File: src/rtl/c2h_pkg.sv
// c2h_pkg: shared types and constants for the C2H record scheduler.
//   state_t   - scheduler FSM encoding (3 bits)
//   REC_W     - useful record payload width produced by the packer
//   BEAT_W    - AXI-Stream beat width of the XDMA C2H port
//   DEF_BEATS - default stream beats per padded record (BEATS*BEAT_W >= REC_W)
package c2h_pkg;

  typedef enum logic [2:0] {
    ST_IDLE  = 3'd0,
    ST_LOAD  = 3'd1,
    ST_SEND  = 3'd2,
    ST_NEXT  = 3'd3,
    ST_FLUSH = 3'd4
  } state_t;

  localparam int REC_W     = 4072;
  localparam int BEAT_W    = 512;
  localparam int DEF_BEATS = 8;

endpackage

File: src/rtl/c2h_rr_arb.sv
// c2h_rr_arb: round-robin arbiter over NUM_SRC requesters.
// The winner is the first set request at or after the pointer (wrapping).
// The pointer only moves when the caller accepts the grant (take), and then
// lands one past the winner so the winner gets lowest priority next time.
// Ports:
//   clk, rst   - clock, synchronous active-high reset (pointer -> 0)
//   req        - per-source request
//   take       - grant accepted this cycle; advance pointer
//   gnt        - one-hot grant (combinational)
//   gnt_idx    - binary index of the winner (combinational)
//   gnt_any    - some request is set
module c2h_rr_arb #(
  parameter int NUM_SRC = 2
) (
  input  logic                       clk,
  input  logic                       rst,
  input  logic [NUM_SRC-1:0]         req,
  input  logic                       take,
  output logic [NUM_SRC-1:0]         gnt,
  output logic [$clog2(NUM_SRC)-1:0] gnt_idx,
  output logic                       gnt_any
);

  localparam int IW = $clog2(NUM_SRC);

  logic [IW-1:0] ptr;

  always_comb begin
    int s;
    s       = 0;
    gnt_any = 1'b0;
    gnt_idx = '0;
    for (int i = 0; i < NUM_SRC; i++) begin
      s = int'(ptr) + i;
      if (s >= NUM_SRC) s = s - NUM_SRC;
      if (!gnt_any && req[s]) begin
        gnt_any = 1'b1;
        gnt_idx = IW'(s);
      end
    end
    gnt          = '0;
    gnt[gnt_idx] = gnt_any;
  end

  always_ff @(posedge clk) begin
    if (rst) begin
      ptr <= '0;
    end else if (take && gnt_any) begin
      // NUM_SRC need not be a power of two, so wrap explicitly
      if (int'(gnt_idx) == NUM_SRC - 1) ptr <= '0;
      else                              ptr <= gnt_idx + IW'(1);
    end
  end

endmodule

File: src/rtl/c2h_pack_sched.sv
// c2h_pack_sched: scheduler between the capture sources, the record packer
// and the XDMA C2H AXI-Stream port.
//   - round-robin grants one capture source at a time onto the packer
//   - asks the packer to load (pk_out_enable) and waits for pk_data_valid,
//     with a TIMEOUT watchdog that raises a sticky stall_err and flushes
//   - streams the padded record as BEATS beats by driving beat_idx to the
//     external beat mux, with tvalid/tlast generated here
//   - pulses pk_data_next after the last beat and counts finished records
//   - ctrl_flush aborts the current record and clears the packer (pk_en)
// Ports:
//   m_axis_c2h_aclk / m_axis_c2h_areset  clock, sync active-high reset
//   ctrl_run, ctrl_flush                 run level, flush pulse
//   src_valid / src_ready / src_sel      source requests, grant pulse, mux index
//   pk_out_enable, pk_data_valid,
//   pk_data_next, pk_en                  packer handshake and clear
//   m_axis_c2h_tvalid/tready/tlast       stream handshake
//   beat_idx                             beat select for the datapath mux
//   busy, rec_count, stall_err           status
// A flush during SEND truncates the packet without tlast; the DMA channel
// has to be reset by software afterwards.
module c2h_pack_sched
  import c2h_pkg::*;
#(
  parameter int NUM_SRC = 2,
  parameter int BEATS   = DEF_BEATS,
  parameter int TIMEOUT = 1024
) (
  input  logic                       m_axis_c2h_aclk,
  input  logic                       m_axis_c2h_areset,
  input  logic                       ctrl_run,
  input  logic                       ctrl_flush,
  input  logic [NUM_SRC-1:0]         src_valid,
  output logic [NUM_SRC-1:0]         src_ready,
  output logic [$clog2(NUM_SRC)-1:0] src_sel,
  output logic                       pk_out_enable,
  input  logic                       pk_data_valid,
  output logic                       pk_data_next,
  output logic                       pk_en,
  output logic                       m_axis_c2h_tvalid,
  input  logic                       m_axis_c2h_tready,
  output logic                       m_axis_c2h_tlast,
  output logic [$clog2(BEATS)-1:0]   beat_idx,
  output logic                       busy,
  output logic [31:0]                rec_count,
  output logic                       stall_err
);

  localparam int SW = $clog2(NUM_SRC);
  localparam int BW = $clog2(BEATS);
  localparam int WW = $clog2(TIMEOUT) + 1;

  state_t         state;
  logic [WW-1:0]  wait_cnt;

  logic [NUM_SRC-1:0] gnt;
  logic [SW-1:0]      gnt_idx;
  logic               gnt_any;
  logic               take;
  logic               last_beat;

  // A flush in IDLE takes priority over a new grant, so the pointer must
  // not move in that cycle either.
  assign take = (state == ST_IDLE) && ctrl_run && !ctrl_flush;

  c2h_rr_arb #(
    .NUM_SRC (NUM_SRC)
  ) u_arb (
    .clk     (m_axis_c2h_aclk),
    .rst     (m_axis_c2h_areset),
    .req     (src_valid),
    .take    (take),
    .gnt     (gnt),
    .gnt_idx (gnt_idx),
    .gnt_any (gnt_any)
  );

  assign last_beat = (beat_idx == BW'(BEATS - 1));

  // Decoded from state. pk_out_enable also drops in the cycle the packer
  // reports valid so it is not asked to load a second record.
  assign pk_out_enable     = (state == ST_LOAD) && !pk_data_valid;
  assign m_axis_c2h_tvalid = (state == ST_SEND);
  assign m_axis_c2h_tlast  = (state == ST_SEND) && last_beat;
  assign pk_data_next      = (state == ST_NEXT);
  assign pk_en             = (state == ST_FLUSH);
  assign busy              = (state != ST_IDLE);

  always_ff @(posedge m_axis_c2h_aclk) begin
    if (m_axis_c2h_areset) begin
      state     <= ST_IDLE;
      src_ready <= '0;
      src_sel   <= '0;
      beat_idx  <= '0;
      wait_cnt  <= '0;
      rec_count <= '0;
      stall_err <= 1'b0;
    end else begin
      src_ready <= '0;
      unique case (state)
        ST_IDLE: begin
          if (ctrl_flush) begin
            state <= ST_FLUSH;
          end else if (ctrl_run && gnt_any) begin
            src_ready <= gnt;
            src_sel   <= gnt_idx;
            wait_cnt  <= '0;
            state     <= ST_LOAD;
          end
        end

        ST_LOAD: begin
          if (ctrl_flush) begin
            state <= ST_FLUSH;
          end else if (pk_data_valid) begin
            beat_idx <= '0;
            state    <= ST_SEND;
          end else if (wait_cnt == WW'(TIMEOUT - 1)) begin
            stall_err <= 1'b1;
            state     <= ST_FLUSH;
          end else begin
            wait_cnt <= wait_cnt + WW'(1);
          end
        end

        ST_SEND: begin
          // Flush wins even over a completing last beat: the record is
          // dropped and not counted.
          if (ctrl_flush) begin
            state <= ST_FLUSH;
          end else if (m_axis_c2h_tready) begin
            if (last_beat) begin
              beat_idx <= '0;
              state    <= ST_NEXT;
            end else begin
              beat_idx <= beat_idx + BW'(1);
            end
          end
        end

        ST_NEXT: begin
          rec_count <= rec_count + 32'd1;
          state     <= ST_IDLE;
        end

        ST_FLUSH: begin
          beat_idx <= '0;
          wait_cnt <= '0;
          state    <= ST_IDLE;
        end

        default: begin
          state <= ST_IDLE;
        end
      endcase
    end
  end

endmodule

File: config.mk
export PLATFORM = sky130hd
export DESIGN_NAME = c2h_pack_sched
export DESIGN_NICKNAME = d
export VERILOG_FILES = /design/src/rtl/c2h_pkg.sv /design/src/rtl/c2h_rr_arb.sv /design/src/rtl/c2h_pack_sched.sv
export SDC_FILE = /design/constraint.sdc
export NUM_CORES = 1
export LEC_CHECK = 0
export ABC_AREA = 1
export CORE_MARGIN = 2
export CORE_UTILIZATION = 50
export CTS_CLUSTER_DIAMETER = 120
export DETAILED_ROUTE_END_ITERATION = 7
export GPL_TIMING_DRIVEN = 0
export MAX_ROUTING_LAYER = met4
export PLACE_DENSITY = 0.76
export RECOVER_POWER = 100
export SKIP_LAST_GASP = 1
export SLEW_MARGIN = 20
export SYNTH_ARGS = -nofsm -noshare
export SYNTH_HDL_FRONTEND = slang
export SYNTH_SLANG_ARGS = --single-unit
File: constraint.sdc
create_clock -name m_axis_c2h_aclk -period 2 [get_ports m_axis_c2h_aclk]
set_input_delay 0.3 -clock m_axis_c2h_aclk [delete_from_list [all_inputs] [get_ports m_axis_c2h_aclk]]
set_output_delay 0.3 -clock m_axis_c2h_aclk [all_outputs]
set_load 0.005 [all_outputs]
# After elaboration in Yosys (flattened, before gate mapping)
# Cells that the tools add are included.
# word_totals
out_inout_bits	45
in_bits	8
ff_bits	54
# op_classes
addsub	7
n_mux	36
magnitude_cmp	6
eq_ne	18
reduce_logical	21
bitwise	5
# op_table
op	n
less-than comparator 32 x 3 -> 1 bit, second input constant	2
2-to-1 mux 32 bit	2
2-to-1 mux 11 bit	5
2-to-1 mux 3 bit	13
one-hot mux 11 bit (3 select lines)	1
adder 32 x 1 -> 32 bit, second input constant	1
greater-or-equal comparator 32 x 3 -> 1 bit, second input constant	1
subtractor 32 x 3 -> 32 bit, second input constant	1
one-hot mux 3 bit (3 select lines)	2
2-to-1 mux 1 bit	12
inequality test 2 bit, second input constant	6
adder 11 x 1 -> 11 bit, second input constant	1
== test 11 x 10 -> 1 bit, second input constant	1
inequality test 3 x 2 -> 1 bit, second input constant	3
nonzero test 3 bit	3
logical AND 1 bit	8
AND reduction 4 bit	2
== test 3 x 2 -> 1 bit, second input constant	2
== test 3 bit, second input constant	2
AND reduction 6 bit	1
AND reduction 5 bit	1
inequality test 2 x 1 -> 1 bit, second input constant	2
inequality test 4 x 3 -> 1 bit, second input constant	1
NOT 1 bit	4
14 further kinds	16

# Depth between registers and ports, before layout
# depth
ltp_word	14
mapped_depth	10
depth_no_buf	10

# Modules after synthesis
# Synthesis repeated with hierarchy kept, for this count alone.
# hier_totals
cells_unflattened	491
hier_area_um2	3084.2
# by_module_without_submodules
module	n_inst	area_per_inst_um2	cells_per_inst
c2h_pack_sched	1	3012.9	479
c2h_rr_arb	1	71.3	12

# Worst setup path before layout
# OpenSTA, ideal clock, no wires.
# synth_timing
path_type	register -> register
from	register rec_count[9]
to	register rec_count[25]
period_less_slack_ps	1459
setup_ps	116
required_time_ps	1884
stages_incl_launch_ff	8
arrival_time_ps	1343
slack_ps	541
n_path_buf	0
cell_sequence	dfxtp_1 -> nand2_1 -> nor2_1 -> nand4_1 -> nor2_8 -> nand2_1 -> o21ai_0 -> nor2_1
# synth_via
elab_chain_cells	1
# synth_lines
item	line_no	rtl
from (decl)	c2h_pack_sched.sv:44	output logic [31:0] rec_count,
from (signal assigned)	c2h_pack_sched.sv:141	rec_count <= rec_count + 32'd1;
adder 32 x 1 -> 32 bit	c2h_pack_sched.sv:141	
# No other way between the ends.
# A chain may end at the register's enable or synchronous reset.

# Final worst setup path
# layout_timing
from	register state[2]
to	output port m_axis_c2h_tvalid
# layout_via
elab_chain_cells	1
# layout_lines
item	line_no	rtl
from (decl)	c2h_pack_sched.sv:52	state_t state;
from (signal assigned)	c2h_pack_sched.sv:90	state <= ST_IDLE;
from (signal assigned)	c2h_pack_sched.sv:102	state <= ST_FLUSH;
from (signal assigned)	c2h_pack_sched.sv:107	state <= ST_LOAD;
== test 3 x 2 -> 1 bit	c2h_pack_sched.sv:82	assign m_axis_c2h_tvalid = (state == ST_SEND);
to (decl)	c2h_pack_sched.sv:39	output logic m_axis_c2h_tvalid,
# No other way between the ends.

==> flow_summary.ini <==
[run_status]
status = finished with violations
failed_checks = setup timing

[cts]
clk_pin_slew_worst_paths_ns = 0.09
cts_tree = built
ctsHoldBuffers = 0
cts_max_level = 2
cts_setup_buffers = 0
clk_latency_ns = 0.30
root_buffer = clkbuf_8
cts_buffers = 5
clock_sinks = 54
clockBufferDepth = 2

[power_and_ir_drop]
leakage_nw = 1.439
p_total_mw = 1.971
p_per_area_nw_per_um2 = 530.8
vdd_drop_max_mv = 0.3295

[synthesis]
synth-warning-count = 0
synth_ff_type = dfxtp_1
ys_types = 33
syn-num-nets = 475
synth_seq_cells = 54
netlist_instances = 463
synth.cell_area_sq_um = 3013
synth-edff-count = 0
ys_seq_area_share_pct = 35.88
synthArstFlopShare_pct = 0
synth.avg_cell_area_sq_um = 6.507

[worst_setup_path]
crit_chain = inv_1, nand3_1, inv_1, clkdlybuf4s50_1
worstPathRequired_ns = 1.70
max_stage_delay_ns = 0.52
start_kind = register
cp-end-kind = output port
critPathKind = register to output port
crit_path_max_fanout = 5
arrival_ns = 1.72
rrSetupSlack_ns = 0.27
crit_top_cell = inv_1
slowest_stage = clkdlybuf4s50_1

[finish]
syn_to_final_growth_pct = 23.26
final_area_sq_um = 3714
diodes = 0
nNetsFinal = 534
fin_util_pct = 63.10
final_cell_count_no_fill = 596
drive_gt1_share_pct = 6.334

[placed_design]
portBuffers = 52
dpl_worst_slack_ns = 0.02175
place.gp.congestion = 0.8958
detailed_place.area_sq_um = 3627
dp_hpwl_um = 5254
place_inst = 590

[die]
std_cell_rows = 28
die_w_um = 81.63
core_sq_um = 5886
die-area_sq_um = 6663
io_pins = 53
start_util_pct = 51.19
fp.dieH_um = 81.63

[timing]
fin_skew_ns = 0.005884
grt_setup_unrepaired = true
worst_pin_slew_ns = 0.6303
relSlewSlack_pct = 57.66
max_freq_ghz = 0.4963
period_share_pct = 100.8
hold_violations = 0
setup_viol = 1
setup_slack_ns = -0.01501
min_period_ns = 2.015
slew_viol_final = 0

[hold_path]
hold_class = register to register

[global_route]
gr-total-overflow = 0
grt_max_degree = 15
track_usage_pct = 23.45
grt_pass1_wl_um = 12100
grt_pass1_vias = 2755
antenna_found_initial = 0

[drt]
vias_per_cell = 5.045
first_pass_iters = 5
drc = 0
drt-wirelength-per-cell_um = 11.77
routed_wl_um = 7015
drt_iter0_drc = 171
via_count = 3007
postRouteAntennaNets = 0

[run]
maxCapViolations = 0
[cell type report]
class                   instances  area (sq um)
plain buffers                   5         20.02
flip-flops and latches         54          1085
inverters                      70         262.8
clock buffers                   6         82.58
repair buffers                 52         520.5
fillers                       557          2172
well taps                      75         93.84
multi-input cells             334          1649
[path summary, 6_finish.rpt]
path               startpoint                end  cells past startpoint
hold reg to reg     u_arb.ptr          u_arb.ptr                      2
setup / recovery     state[2]  m_axis_c2h_tvalid                      4
hold / removal      u_arb.ptr          u_arb.ptr                      2
setup reg to reg  wait_cnt[0]        wait_cnt[6]                      7
[flip-flops by register name, indices dropped and copies added (netlist names)]
name,cells
rec_count,32
wait_cnt,11
beat_idx,3
state,3
src_ready,2
src_sel,1
stall_err,1
u_arb.ptr,1
[Yosys cell counts, types with 2 or more instances]
master | instances | share of area (%)
nor2_2 | 5 | 1.0
a21oi_1 | 23 | 3.8
nand4_1 | 12 | 2.5
nand3b_1 | 2 | 0.50
nand3_1 | 28 | 4.7
xor2_1 | 4 | 1.2
dfxtp_1 | 54 | 36
nand2_2 | 3 | 0.62
o21ai_0 | 17 | 2.8
nor2_1 | 76 | 9.5
nand2_1 | 119 | 15
clkbuf_1 | 4 | 0.50
nor2_4 | 5 | 1.9
nand3_4 | 3 | 1.7
inv_2 | 2 | 0.25
nand3_2 | 2 | 0.66
nor3_1 | 16 | 2.7
ha_1 | 4 | 1.7
inv_1 | 68 | 8.5
nor3b_1 | 3 | 0.75
[what timing repair did]
| item | CTS | global route |
|---|---|---|
| pin swaps | 0 | 0 |
| setup endpoints to repair | 2 | 5 |
| gates cloned | 0 | 0 |
| resized for setup | 2 | 3 |
[power by group]
part           internal [mW]  switching (mW)
clock                  0.268           0.342
sequential              1.10          0.0221
combinational          0.102           0.142
total                   1.47           0.506
[metrics by stage]
step	hold WS, ns	setup TNS [ns]
2_1_floorplan	0.4264	0
3_3_place_gp	0.4425	0
3_5_place_dp	0.4501	0
4_1_cts	0.4640	0
5_1_grt	0.4802	-0.1252
6_report	0.4635	-0.01501
[worst max-delay path, delay by kind of cell, from the launching register on]
kind	cells	cell delay (ns)
DFF	1	0.39
and+or+nand+nor	1	0.18
buffers and inverters	3	0.85
[layer usage]
layer / global-route usage, % / vias up / share of wire, %
met5: - / - / 0
met4: 4.167 / 0 / 1.1
met3: 4.286 / 6 / 4.4
met2: 39.02 / 70 / 46
met1: 30.29 / 1342 / 49
li1: - / 1589 / -
[cell families after synthesis]
logic type | synth area share [%]
buffers and inverters | 9.385
xor gates and xnor gates | 1.453
and+or+nand+nor | 43.98
DFF | 35.88
adders and majority gates | 1.661
AOI/OAI and AO/OA | 7.642
[cell usage in the layout (no fill, tap or decap), types with 2 or more instances in the layout]
master	count
nor3_1	16
clkdlybuf4s50_1	52
xor2_1	4
ha_1	3
nand3_1	28
inv_1	69
nor2_4	5
o21ai_0	17
nor3b_1	3
nand4_1	12
a21oi_1	23
dfxtp_2	3
dfxtp_1	51
nor2_2	4
nand3b_1	2
nand3_2	2
nor2_1	77
nand2_2	3
nand3_4	3
clkbuf_1	4
nand2_1	119
clkbuf_8	6
Note: power is estimated with default switching activity, not from simulation.
==> edit 1 (same settings) <==
`NUM_SRC` is set to 2 in 2 places; all go to 4.
--- a/src/rtl/c2h_rr_arb.sv
+++ b/src/rtl/c2h_rr_arb.sv
@@ -11,5 +11,5 @@
 //   gnt_any    - some request is set
 module c2h_rr_arb #(
-  parameter int NUM_SRC = 2
+  parameter int NUM_SRC = 4
 ) (
   input  logic                       clk,
--- a/src/rtl/c2h_pack_sched.sv
+++ b/src/rtl/c2h_pack_sched.sv
@@ -22,5 +22,5 @@
   import c2h_pkg::*;
 #(
-  parameter int NUM_SRC = 2,
+  parameter int NUM_SRC = 4,
   parameter int BEATS   = DEF_BEATS,
   parameter int TIMEOUT = 1024
Ports: changed (resized src_ready, src_sel and src_valid); port bits go from 53 to 58. No check against the original RTL was run, so the function may have changed too.
==> edit 1 against the unedited design <==
Utilization increased by 2.1 points; routed wire length increased by 22%; sequential share of layout area decreased by 2.7 points; synthesized area increased by 15%; maximum frequency increased by 4.4%; sequential cell count increased by 4; register-to-register slack got worse by 0.14 ns; critical path depth decreased by 1; cell count increased by 14%; setup slack improved by 0.084 ns; cell area increased by 19%; clock skew increased by 0.0010 ns; critical path type unchanged; highest routed layer unchanged.
Power is not compared: it rests on default switching activity, and its combinational part moved more than twofold at a synthesized area within 25%.
==> edit 1: results (changes against the unedited design) <==
GR Layer Usage met3=5.69% (+1.4 points); Top Registers=rec_count (32), wait_cnt (11), src_ready (4); FF-to-FF path depth=16 (+9); CTS Buf Count=9 (+4); wire length on met3=370 µm (+21%); Detail Route Antenna Nets=0 (unchanged); Via Count=3546 (+18%); Clock Pin Slew Worst Setup and Hold Paths=0.06 ns (-0.03 ns); met2 wire len=4120 µm (+28%); Syn Area/Cell=6.67 µm² (+2.5%); crit-path max FO=9 (+4); largest net degree at the start of global routing=11 (-4); RR Endpoint=u_arb.ptr[0]; sequential fraction of the synthesis area=33.5% (-2.4 points); Worst-Margin Slew=0.578 ns (-0.0523 ns); met1 Resource Use GR=30.5% (+0.23 points); post-synthesis compound-gate area fraction=10.1% (+2.4 points); Hold Path Class=primary input to register; initial drt markers=170 (-0.58%); placed cells=655 (+11%); hold worst-path end=state[2]; Arrival @ worst endpoint=1.63 ns (-0.09 ns); Initial DRT Pass Iterations=4 (-1); met1 WL=3990 µm (+17%); final-stage net count=613 (+15%); syn nets=537 (+13%); crit share post-route=96.5% (-4.2 points); met2 GRT Util=37.3% (-1.8 points); first-pass GRT wire length=14000 µm (+16%); vias in the first global route=3190 (+16%); Min Hold Slack=0.469 ns (+0.00579 ns); Synth top cells by count=nand2_1 (125), nor2_1 (72), inv_1 (70); H-tree depth=3 (+1); XOR/XNOR share of the synthesized area=2.28% (+0.82 points); flop2flop setup slack=0.13 ns (-0.14 ns); RePlAce Congestion=0.888 (-0.89%); share of layout cells above drive strength 1=13.8% (+7.5 points); slowest CP cell=clkdlybuf4s50_1; post-synth cell types=38 (+15%); Post-DP HPWL=6250 µm (+19%); Worst Hold Launch=m_axis_c2h_areset; status=finished, final reports clean; Synth area leaders=dfxtp_1 (34%), nand2_1 (14%), nor2_1 (7.8%); Clock Skew=0.00692 ns (+0.00104 ns); worst reg2reg path startpoint=u_arb.ptr[0]; CP Launch Point=state[1]; non-filler instance count after layout=680 (+14%)
==> edit 1: final cells by class <==
class	count	area, µm²
tap	80	100
buffer	11	66.3
clock inverter	3	15.0
clock buffer	13	149
timing repair buffer	65	628
sequential	58	1170
inverter	73	277
multi-input combinational	377	2000
fill	605	2350
==> edit 1: kinds of logic after synthesis <==
kind of cell    count (synthesis)
simple gates                  298
xor+xnor                        9
flops                          58
compound gates                 62
fa+ha+maj                       8
buf+inv                        84
==> edit 1: power by group <==
part	switching (mW)	total, mW	leakage [nW]	internal (mW)
registers	0.0740	1.30	0.472	1.23
clock network	0.451	0.929	0.0872	0.478
logic	0.557	0.944	1.22	0.387
==> edit 1: timing repair <==
| item | in CTS | in global routing |
|---|---|---|
| endpoints found under the setup margin | 11 | 24 |
| resized for setup | 4 | 19 |
| cloned | 0 | 1 |
| buffers inserted | 0 | 8 |
| pin swaps | 0 | 5 |
==> edit 2 (same flow settings) <==
Without the edit above. Re-encode `state_t` (5 states) as one-hot, 5 bits wide.
--- a/src/rtl/c2h_pkg.sv
+++ b/src/rtl/c2h_pkg.sv
@@ -6,10 +6,10 @@
 package c2h_pkg;
 
-  typedef enum logic [2:0] {
-    ST_IDLE  = 3'd0,
-    ST_LOAD  = 3'd1,
-    ST_SEND  = 3'd2,
-    ST_NEXT  = 3'd3,
-    ST_FLUSH = 3'd4
+  typedef enum logic [4:0] {
+    ST_IDLE  = 5'b00001,
+    ST_LOAD  = 5'b00010,
+    ST_SEND  = 5'b00100,
+    ST_NEXT  = 5'b01000,
+    ST_FLUSH = 5'b10000
   } state_t;
 
Behaviour: no difference found for any inputs over 10 cycles, from zero or initial values and one cycle with m_axis_c2h_areset high; not proved beyond that.
==> edit 2 against the unedited design <==
Synthesized area rose by 11%; synthesized cell count grew 16%; power increased by 7.9%; routed wire length rose by 24%; utilization is 1.4 points higher; first-iteration DRC count decreased by 13%; global-route usage is 1.7 points higher; sequential cell count is 2 higher; cell area increased by 11%; clock power is 2% lower; combinational power is 40% higher; sequential share of layout area decreased by 1.7 points; via count rose by 19%; setup slack improved by 0.070 ns; critical path type unchanged; largest cell class unchanged.
==> edit 2: results (changes against the unedited design) <==
first-pass GRT wire length=14800 µm (+22%); Adder-Cell Fraction of Synth Area=1.50% (-0.16 points); RePlAce Congestion=0.896 (about the same); Via density=5.28 (+4.6%); final-stage net count=614 (+15%); Top Registers=rec_count (32), wait_cnt (11), state (5); Slew HR=60.2% (+2.6 points); Arrival @ worst endpoint=1.64 ns (-0.08 ns); All-Layer GR Usage=25.1% (+1.7 points); Synth area leaders=dfxtp_1 (34%), nand2_1 (17%), nor2_1 (12%); syn nets=547 (+15%); fillers=563 (+1.1%); Clock Skew=0.00719 ns (+0.00130 ns); Synth top cells by count=nand2_1 (148), nor2_1 (105), inv_1 (59); post-synthesis compound-gate area fraction=8.74% (+1.1 points); Post-DP HPWL=6390 µm (+22%); Pleak=1.59 nW (+11%); Cell Area, Placed=3950 µm² (+9.0%); P_int=1.52 mW (+3.9%); non-filler instance count after layout=679 (+14%); vias in the first global route=3422 (+24%); status=finished, final reports clean; share of layout cells above drive strength 1=9.80% (+3.5 points); Worst path max stage delay=0.50 ns (-0.02 ns); Min Hold Slack=0.462 ns (-0.00141 ns); initial drt markers=148 (-13%); placed cells=664 (+13%); peak supply drop=0.000336 V (+2.0%)
==> edit 2: changes by cell type after synthesis, moves of 4 or more <==
| cell | change |
|---|---|
| inv_1 | -9 |
| nand2_2 | +4 |
| nor2_1 | +29 |
| nand2_1 | +29 |
| nor3_1 | -8 |
| nand3_1 | +7 |
| o21ai_0 | +8 |
==> edit 2: power groups by stage <==
stage	clock, mW	combinational, mW	sequential (mW)
after detailed placement	0	0.318	1.21
after global routing	0.658	0.387	1.19
after global placement	0	0.309	1.21
final	0.601	0.341	1.19
after CTS	0.620	0.329	1.19
after floorplan	0	0.231	1.20
==> edit 2: area by class of cell <==
cell class | count | area share [%]
plain buffers | 7 | 0.972
clock buffers | 6 | 1.76
clock inverters | 1 | 0.121
inverters | 64 | 5.89
multi-input cells | 408 | 47.3
flip-flops and latches | 56 | 27.5
well taps | 77 | 2.34
repair buffers | 60 | 14.2
==> edit 2: routing by layer <==
layer / routed length (µm) / vias to the layer above / GRT usage, %
met1: 3790 / 1640 / 29.6
met2: 4320 / 108 / 44.5
met5: 0 / - / -
li1: - / 1823 / -
met4: 104 / 0 / 7.22
met3: 445 / 12 / 3.56
==> edit 2: worst paths after layout <==
| check | from | endpoint | cells past startpoint |
|---|---|---|---|
| worst min-delay path | u_arb.ptr | u_arb.ptr | 2 |
| worst max register to register | rec_count[0] | rec_count[26] | 10 |
| worst min register to register | u_arb.ptr | u_arb.ptr | 2 |
| worst max-delay path | state[1] | m_axis_c2h_tvalid | 5 |
==> edit 2: metrics by stage <==
step	setup TNS, ns	setup WS, ns
detailed placement	0	0.0390
global placement	0	0.0706
finish	0	0.0553
global route	-0.0264	-0.0203
floorplan	0	0.477
CTS	0	0.0256
==> edit 2: what timing repair did <==
action,4_1_cts,5_1_grt
hold buffers,0,0
gates resized for setup,7,7
setup buffers,4,4
pin swaps,1,2
setup endpoints to repair,4,6
==> edit 2: worst reg2reg max path: cells and delay by family (launching register included) <==
kind	cells	cell delay [ns]
fa+ha+maj	1	0.20
simple gates	8	0.93
flops	1	0.41
buf+inv	1	0.12
==> edit 2: cell families (layout without fill, tap and decap cells) <==
family / count (synthesis) / in the layout
buf+inv: 71 / 138
flops: 56 / 56
simple gates: 345 / 345
compound gates: 56 / 56
xor+xnor: 3 / 3
fa+ha+maj: 4 / 4
